[src/rtl/dice_cgra_tid_pipe_mc_if.sv]
// Issue, configuration and status bundle for the CGRA thread-ID latency pipe.
// The dispatcher side uses the master modport; the pipe itself uses slave.
interface dice_cgra_tid_pipe_mc_if #(
   parameter int TOTAL_TID   = 512,
   parameter int NUM_LANES   = 4,
   parameter int MAX_LATENCY = 32
);
   localparam int TID_WIDTH = $clog2(TOTAL_TID);
   localparam int CNT_W     = $clog2(MAX_LATENCY + 1);

   logic                 clr;
   logic                 stall;
   logic                 cfg_we;
   logic [CNT_W-1:0]     cfg_latency;
   logic                 cfg_reject;
   logic [CNT_W-1:0]     latency;
   logic                 in_valid;
   logic [TID_WIDTH-1:0] in_tid;
   logic [NUM_LANES-1:0] in_mask;
   logic                 out_valid;
   logic [TID_WIDTH-1:0] out_tid;
   logic [NUM_LANES-1:0] out_mask;
   logic [CNT_W-1:0]     inflight;
   logic                 empty;
   logic                 drain_done;
   logic                 err_drop;

   modport master (
      output clr, stall, cfg_we, cfg_latency, in_valid, in_tid, in_mask,
      input  cfg_reject, latency, out_valid, out_tid, out_mask,
             inflight, empty, drain_done, err_drop
   );

   modport slave (
      input  clr, stall, cfg_we, cfg_latency, in_valid, in_tid, in_mask,
      output cfg_reject, latency, out_valid, out_tid, out_mask,
             inflight, empty, drain_done, err_drop
   );
endinterface

[src/rtl/dice_cgra_tid_pipe_mc.sv]
// Stallable multi-lane TID delay line with guarded latency reconfiguration,
// exact in-flight accounting and drain/empty status for bitstream switching.
module dice_cgra_tid_pipe_mc #(
   parameter int TOTAL_TID   = 512,
   parameter int NUM_LANES   = 4,
   parameter int MAX_LATENCY = 32
) (
   input logic                    clk,
   input logic                    rst_n,
   dice_cgra_tid_pipe_mc_if.slave bus
);
   localparam int TID_WIDTH = $clog2(TOTAL_TID);
   localparam int CNT_W     = $clog2(MAX_LATENCY + 1);
   localparam int TAP_W     = (MAX_LATENCY > 1) ? $clog2(MAX_LATENCY) : 1;

   typedef struct packed {
      logic                 valid;
      logic [TID_WIDTH-1:0] tid;
      logic [NUM_LANES-1:0] mask;
   } stage_t;

   stage_t           stages [MAX_LATENCY];
   stage_t           tap;
   logic [TAP_W-1:0] tap_idx;
   logic [CNT_W-1:0] latency_q;
   logic [CNT_W-1:0] inflight_q;
   logic [CNT_W-1:0] inflight_nxt;
   logic [CNT_W-1:0] cfg_clamped;
   logic             accept;
   logic             fire;
   logic             cfg_apply;
   logic             drain_q;
   logic             reject_q;
   logic             err_q;

   always_comb begin
      // NOTE: every always_comb output is given a default first, so no path can leave it unassigned and infer a latch.
      tap_idx = TAP_W'(latency_q - CNT_W'(1));
      tap     = stages[tap_idx];
      if (latency_q == '0) begin
         tap.valid = bus.in_valid;
         tap.tid   = bus.in_tid;
         tap.mask  = bus.in_mask;
      end
      accept       = bus.in_valid & ~bus.stall;
      fire         = tap.valid & ~bus.stall;
      inflight_nxt = inflight_q + CNT_W'(accept) - CNT_W'(fire);
      // A new latency is only safe when nothing is in flight and nothing is entering.
      cfg_apply    = bus.cfg_we & ~bus.clr & ~bus.in_valid & (inflight_q == '0);
      cfg_clamped  = (bus.cfg_latency > CNT_W'(MAX_LATENCY)) ? CNT_W'(MAX_LATENCY)
                                                             : bus.cfg_latency;
   end

   // NOTE: the payload flops are reset along with the valids so out_tid/out_mask read zero out of reset instead of X.
   always_ff @(posedge clk or negedge rst_n) begin
      if (!rst_n) begin
         for (int k = 0; k < MAX_LATENCY; k++) stages[k] <= '0;
      end else if (bus.clr || cfg_apply) begin
         for (int k = 0; k < MAX_LATENCY; k++) stages[k].valid <= 1'b0;
      end else if (!bus.stall) begin
         // NOTE: non-blocking assignment makes each stage take its neighbour's pre-edge value; blocking would collapse the shift.
         stages[0].valid <= accept;
         stages[0].tid   <= bus.in_tid;
         stages[0].mask  <= bus.in_mask;
         for (int k = 1; k < MAX_LATENCY; k++) stages[k] <= stages[k-1];
      end
   end

   always_ff @(posedge clk or negedge rst_n) begin
      if (!rst_n) begin
         latency_q  <= CNT_W'(1);
         inflight_q <= '0;
         drain_q    <= 1'b0;
         reject_q   <= 1'b0;
         err_q      <= 1'b0;
      end else begin
         reject_q <= bus.cfg_we & ~bus.clr & ~cfg_apply;
         if (bus.clr) begin
            inflight_q <= '0;
            drain_q    <= 1'b0;
            err_q      <= 1'b0;
         end else begin
            inflight_q <= inflight_nxt;
            drain_q    <= (inflight_q != '0) && (inflight_nxt == '0);
            err_q      <= err_q | (bus.in_valid & bus.stall);
            if (cfg_apply) latency_q <= cfg_clamped;
         end
      end
   end

   assign bus.out_valid  = fire;
   assign bus.out_tid    = tap.tid;
   assign bus.out_mask   = tap.mask;
   assign bus.latency    = latency_q;
   assign bus.inflight   = inflight_q;
   assign bus.empty      = (inflight_q == '0);
   assign bus.drain_done = drain_q;
   assign bus.cfg_reject = reject_q;
   assign bus.err_drop   = err_q;
endmodule
[src/flat_wrapper.sv]
// flat-port wrapper written by rule: the top's interface ports become plain ports
module dice_cgra_tid_pipe_mc_flat 
#(
   parameter int TOTAL_TID   = 512,
   parameter int NUM_LANES   = 4,
   parameter int MAX_LATENCY = 32
)
  (clk, rst_n, bus_clr, bus_stall, bus_cfg_we, bus_cfg_latency, bus_in_valid, bus_in_tid, bus_in_mask, bus_cfg_reject, bus_latency, bus_out_valid, bus_out_tid, bus_out_mask, bus_inflight, bus_empty, bus_drain_done, bus_err_drop);
  dice_cgra_tid_pipe_mc_if #(.TOTAL_TID(TOTAL_TID), .NUM_LANES(NUM_LANES), .MAX_LATENCY(MAX_LATENCY)) bus_i ();
  input logic clk;
  input logic rst_n;
  input wire logic [$bits(bus_i.clr)-1:0] bus_clr;
  input wire logic [$bits(bus_i.stall)-1:0] bus_stall;
  input wire logic [$bits(bus_i.cfg_we)-1:0] bus_cfg_we;
  input wire logic [$bits(bus_i.cfg_latency)-1:0] bus_cfg_latency;
  input wire logic [$bits(bus_i.in_valid)-1:0] bus_in_valid;
  input wire logic [$bits(bus_i.in_tid)-1:0] bus_in_tid;
  input wire logic [$bits(bus_i.in_mask)-1:0] bus_in_mask;
  output wire logic [$bits(bus_i.cfg_reject)-1:0] bus_cfg_reject;
  output wire logic [$bits(bus_i.latency)-1:0] bus_latency;
  output wire logic [$bits(bus_i.out_valid)-1:0] bus_out_valid;
  output wire logic [$bits(bus_i.out_tid)-1:0] bus_out_tid;
  output wire logic [$bits(bus_i.out_mask)-1:0] bus_out_mask;
  output wire logic [$bits(bus_i.inflight)-1:0] bus_inflight;
  output wire logic [$bits(bus_i.empty)-1:0] bus_empty;
  output wire logic [$bits(bus_i.drain_done)-1:0] bus_drain_done;
  output wire logic [$bits(bus_i.err_drop)-1:0] bus_err_drop;
  assign bus_i.clr = bus_clr;
  assign bus_i.stall = bus_stall;
  assign bus_i.cfg_we = bus_cfg_we;
  assign bus_i.cfg_latency = bus_cfg_latency;
  assign bus_i.in_valid = bus_in_valid;
  assign bus_i.in_tid = bus_in_tid;
  assign bus_i.in_mask = bus_in_mask;
  assign bus_cfg_reject = bus_i.cfg_reject;
  assign bus_latency = bus_i.latency;
  assign bus_out_valid = bus_i.out_valid;
  assign bus_out_tid = bus_i.out_tid;
  assign bus_out_mask = bus_i.out_mask;
  assign bus_inflight = bus_i.inflight;
  assign bus_empty = bus_i.empty;
  assign bus_drain_done = bus_i.drain_done;
  assign bus_err_drop = bus_i.err_drop;
  dice_cgra_tid_pipe_mc #(.TOTAL_TID(TOTAL_TID), .NUM_LANES(NUM_LANES), .MAX_LATENCY(MAX_LATENCY)) u_core (.clk(clk), .rst_n(rst_n), .bus(bus_i));
endmodule
[config.mk]
export PLATFORM = sky130hd
export DESIGN_NAME = dice_cgra_tid_pipe_mc_flat
export DESIGN_NICKNAME = d
export VERILOG_FILES = /design/src/rtl/dice_cgra_tid_pipe_mc_if.sv /design/src/rtl/dice_cgra_tid_pipe_mc.sv /design/src/flat_wrapper.sv
export SDC_FILE = /design/constraint.sdc
export NUM_CORES = 1
export LEC_CHECK = 0
export BUFFER_PORTS_ARGS = -buffer_cell sky130_fd_sc_hd__buf_2
export CAP_MARGIN = 5
export CORE_ASPECT_RATIO = 0.6
export CORE_MARGIN = 1.5
export CORE_UTILIZATION = 25
export CTS_BUF_LIST = sky130_fd_sc_hd__clkbuf_16
export DETAILED_ROUTE_END_ITERATION = 6
export GPL_ROUTABILITY_DRIVEN = 0
export PLACE_DENSITY = 0.46
export SYNTH_ARGS = -nofsm -noshare
export SYNTH_HDL_FRONTEND = slang
export SYNTH_SLANG_ARGS = --single-unit
[constraint.sdc]
create_clock -name clk -period 12.7 [get_ports clk]
set_input_delay 3.81 -clock clk [delete_from_list [all_inputs] [get_ports clk]]
set_output_delay 3.81 -clock clk [all_outputs]
set_load 0.05 [all_outputs]
# Word-level counts from Yosys, hierarchy flattened
# Cells that the tools add are included.
# op_classes
eq_ne	1
n_mux	41
reduce_logical	8
bitwise_logic	14
order_cmp	2
addsub	3
# ops
op	n
$mux 448	1
$bmux 14 s5	1
$mux 14	3
$mux 1	34
$logic_not 6->1	3
$mux 6	2
$and 1x1->1	7
$add 6x1->6	1
$ge 6x6->1 const B	1
$gt 6x6->1 const B	1
$not 5->6	1
$reduce_bool 6->1	1
$sub 6x1->6	1
$not 1->1	5
$sub 5x1->5 const B	1
$reduce_and 2->1	2
$ne 2x1->1 const B	1
$logic_and 1x1->1	1
$logic_or 1x1->1	1
$or 1x1->1	1
# totals
output_inout_bits	30
inputBits	25
elab_cells	170
regBits	463

# Logic depth before layout (Yosys ltp)
# logic_depth
word_depth	11
ltp_mapped	25
ltp_nobuf	19

# Worst setup path after synthesis
# Ideal clock, no wire load.
# synth_timing
path_type	input -> output
start	input bus_stall
end	output bus_out_valid
path_slack_ns	3.927
n_path_buf	0
arrival_time_ns	4.963
required_time_ns	8.890
cell_stages	1
cell_sequence	nor3_1
# synth_via
elab_chain_len	2
# synth_lines
item	line_no	source
start, declared	flat_wrapper.sv:13	input wire logic [$bits(bus_i.stall)-1:0] bus_stall;
$not 1->1 (no source line)	--	
$and 1x1->1	dice_cgra_tid_pipe_mc.sv:46	fire = tap.valid & ~bus.stall;
end, declared	flat_wrapper.sv:21	output wire logic [$bits(bus_i.out_valid)-1:0] bus_out_valid;
# No other way between the ends.

# Worst setup path in the final report
# layout_timing
start	register u_core.latency_q[0] (netlist: u_core.bus.latency[0])
end	output bus_out_tid[0]
# layout_via
elab_chain_len	6
word_cells_on_any_way	7
classes_between	add/sub (1); mux (4); bitwise (1); reduce/logical (1)
# layout_lines
item	line_no	source
start, declared	dice_cgra_tid_pipe_mc.sv:25	logic [CNT_W-1:0] latency_q;
start signal, assigned	dice_cgra_tid_pipe_mc.sv:86	if (cfg_apply) latency_q <= cfg_clamped;
$sub 5x1->5	dice_cgra_tid_pipe_mc.sv:38	tap_idx = TAP_W'(latency_q - CNT_W'(1));
$not 5->6 (implied by the code)	dice_cgra_tid_pipe_mc.sv:39	tap = stages[tap_idx];
$bmux 14 s5	dice_cgra_tid_pipe_mc.sv:39	
$mux 14 (implied by the code) (2 in a row)	dice_cgra_tid_pipe_mc.sv:39	
$mux 14 *	dice_cgra_tid_pipe_mc.sv:40	if (latency_q == '0) begin
end, declared	flat_wrapper.sv:22	output wire logic [$bits(bus_i.out_tid)-1:0] bus_out_tid;
# Mark *: on every way between the ends. The rest lies on a longest branch, timed or not. The select of a mux whose other input is x is not followed.

==> impl_metrics.yaml <==
logic_synthesis:
  netlist_top_cells_area: "dfrtp_1 (54%), mux2_2 (22%), mux4_2 (12%)"
  async_flop_share: 1.00
  synthFlopType: "dfrtp_1"
  synth-seq-cells: 463
  yosys.area.top_type: "dfrtp_1"
  netlist_area_um2: 21200
  synthesis.nets: 1367
  syn_area_per_cell_um2: 16.0
  synth-edff-count: 0
  synth-xor-area-share: 0.00377
  ys_warn_count: 0
  syn_inst: 1331
  synth_compound_area_frac: 0.0340
  yosys.area.top_type_share: 0.544
  synthDistinctLibCells: 42
  synth_top_family_by_area: "multiplexers"
  ys_seq_area_frac: 0.545
  synth.mux.area_fraction: 0.359
  yosys.area_share.simple: 0.0191
  synth_fa_ha_area_frac: 0.00683
power:
  p_leak_nw: 10.7
  p_per_area_nw_per_um2: 252
  irDropWorstVdd_v: 0.000285
  p_total_mw: 6.07
route:
  vias_per_cell: 4.53
  first_pass_iters: 5
  route.detailed.drc: 0
  vias: 11472
  antenna_left: 0
  drt_iter0_markers: 687
  wirelength_um: 45000
  wl_per_cell_um: 17.8
final_layout:
  area_delta_synth_final_pct: 13.3
  drive_gt1_frac: 0.491
  antennaDiodeCount: 0
  stdcell_area_um2: 24100
  final_net_count: 1394
  layout.cells.non_filler: 2532
  fin_util: 0.287
clock_tree:
  cts_buffers: 48
  holdBufCountCts: 0
  cts.sinks: 463
  cts.repair.resized: 0
  cts_tree: "done"
  htreeDepth: 2
  clk_path_buf_depth: 3
  root_buffer: "clkbuf_16"
  clk_latency_ns: 0.61
  clk_pin_slew_ns: 0.06
  post_cts_buffers: 0
run_status:
  status: "complete, no violations"
timing:
  hold_viol_final: 0
  tightest_slew_ns: 1.14
  maxSlewHeadroom: 0.240
  fin_skew_ns: 0.0270
  fin_ws_ns: 3.87
  finalCritPeriodShare: 0.695
  tns_ns: 0
  period_minus_slack_ns: 8.83
  max_freq_mhz: 113
  setup_violations: 0
  rsz0062_at_grt: "false"
  hold_ws_ns: 0.502
  slew_violations: 0
worst_setup_path:
  worstPathMaxFanout: 52
  worstSetupStartpointType: "flop"
  r2r_cells: 17
  slowest_stage: "dfstp_4"
  ff2ff_setup_slack_ns: 6.79
  worstReg2RegEnd: "u_core.bus.drain_done"
  crit_type: "flop to primary output"
  worstPathCellList: "inv_1 -> ha_4 -> buf_4 -> mux4_2 -> mux2i_1 -> a222oi_1 -> a22o_1 -> buf_2"
  endpoint_kind: "primary output"
  path_buf_inv: 3
  arrival_ns: 5.02
  critPathRequiredTime_ns: 8.89
  cpPeakStageDelay_ns: 1.16
  r2r-start: "u_core.bus.latency[0]"
  path_delay_family: "buffers and inverters"
placement:
  io_buffers: 54
  placed_cell_area_um2: 22600
  dp_hpwl_um: 25500
  place_ws_ns: 4.26
  dp.cells: 2442
global_route:
  grt_max_degree: 209
  track_usage: 0.106
  overflow: 0
  grt_pass1_vias: 12193
  grt_pass1_wl_um: 72700
  antenna_found_initial: 4
floorplanning:
  ios: 55
  num_rows: 82
  design.die.area_um2: 86800
  fp.dieH_um: 229
  die_x_um: 379
  core_region_area_um2: 83800
  start_util: 0.253
min_path:
  hold-path-cell-count: 2
  hp-start: "u_core.bus.err_drop"
  hold-path-endpoint: "u_core.bus.err_drop"
  min_path_type: "flop to flop"
job:
  drv_cap: 0
==> tightest hold or removal path: stages, from the launching register on <==
cell	delay, ns
dfrtp_1	0.34
a21oi_1	0.04
nor2_1	0.08
==> power by group <==
| part | switching (mW) | internal [mW] |
|---|---|---|
| Clock | 0.628 | 0.757 |
| Combinational | 1.51 | 1.06 |
| Sequential | 0.295 | 1.82 |
==> synthesized netlist by cell type (5+ instances only) <==
cell / number
dfrtp_1: 462
mux2_2: 417
mux4_2: 112
buf_4: 51
a22o_1: 44
nand2_1: 43
mux2i_1: 40
buf_2: 24
a31oi_1: 15
inv_1: 14
a222oi_1: 13
clkbuf_1: 11
ha_1: 10
nor2_1: 10
buf_6: 7
nand3b_1: 6
a21oi_1: 5
nor2b_1: 5
==> registers in the layout, indices dropped and copies added, names as in the netlist <==
| name | cells |
|---|---|
| u_core.stages | 448 |
| u_core.bus.inflight | 6 |
| u_core.bus.latency | 6 |
| u_core.bus.cfg_reject | 1 |
| u_core.bus.drain_done | 1 |
| u_core.bus.err_drop | 1 |
==> how the worst max path moves through the flow <==
stage | startpoint | endpoint | slack, ns | cells after the start
floorplan | bus_stall | bus_out_valid | 3.93 | 1
global placement | bus_in_mask[0] | bus_out_mask[0] | 4.27 | 3
detailed placement | bus_in_mask[0] | bus_out_mask[0] | 4.26 | 3
CTS | u_core.bus.latency[0] | bus_out_tid[0] | 3.62 | 8
global route | u_core.bus.latency[0] | bus_out_tid[0] | 3.52 | 8
finish | u_core.bus.latency[0] | bus_out_tid[0] | 3.87 | 8
==> per-layer routing <==
layer	vias to the layer above	share of wire	global-route usage	wire length (µm)
met5	-	0	0	0
met4	0	0.017	0.0255	786
met3	60	0.043	0.0230	1920
met2	132	0.44	0.157	19600
met1	6190	0.50	0.157	22600
li1	5090	-	-	-
==> logic make-up (layout without fill, tap and decap cells) <==
family          after synthesis  after routing
mux                         569            569
fa+ha+maj                    11             11
flops                       463            463
simple gates                 83             83
buf+inv                     109            176
xor+xnor                      7              7
compound gates               89             89
==> cell usage in the layout, fill, tap and decap left out, drive strengths merged, types with 6 or more instances in the layout <==
cell / synthesis / routed
inv: 14 / 29
mux2: 417 / 417
nand2: 43 / 43
mux2i: 40 / 40
clkinv: 0 / 20
buf: 84 / 72
a222oi: 13 / 13
clkbuf: 11 / 48
ha: 10 / 10
a22o: 44 / 44
dfrtp: 462 / 462
mux4: 112 / 112
nor2: 10 / 10
a31oi: 15 / 15
nand3b: 6 / 6
==> final cells by class <==
cell class | count | area [µm²]
multi-input cells | 759 | 9040
inverters | 14 | 52.6
fillers | 8398 | 59700
flip-flops and latches | 463 | 11600
repair buffers | 72 | 453
clock inverters | 42 | 313
well taps | 1134 | 1420
clock buffers | 48 | 1200
Note: power is estimated with default switching activity, not from simulation.
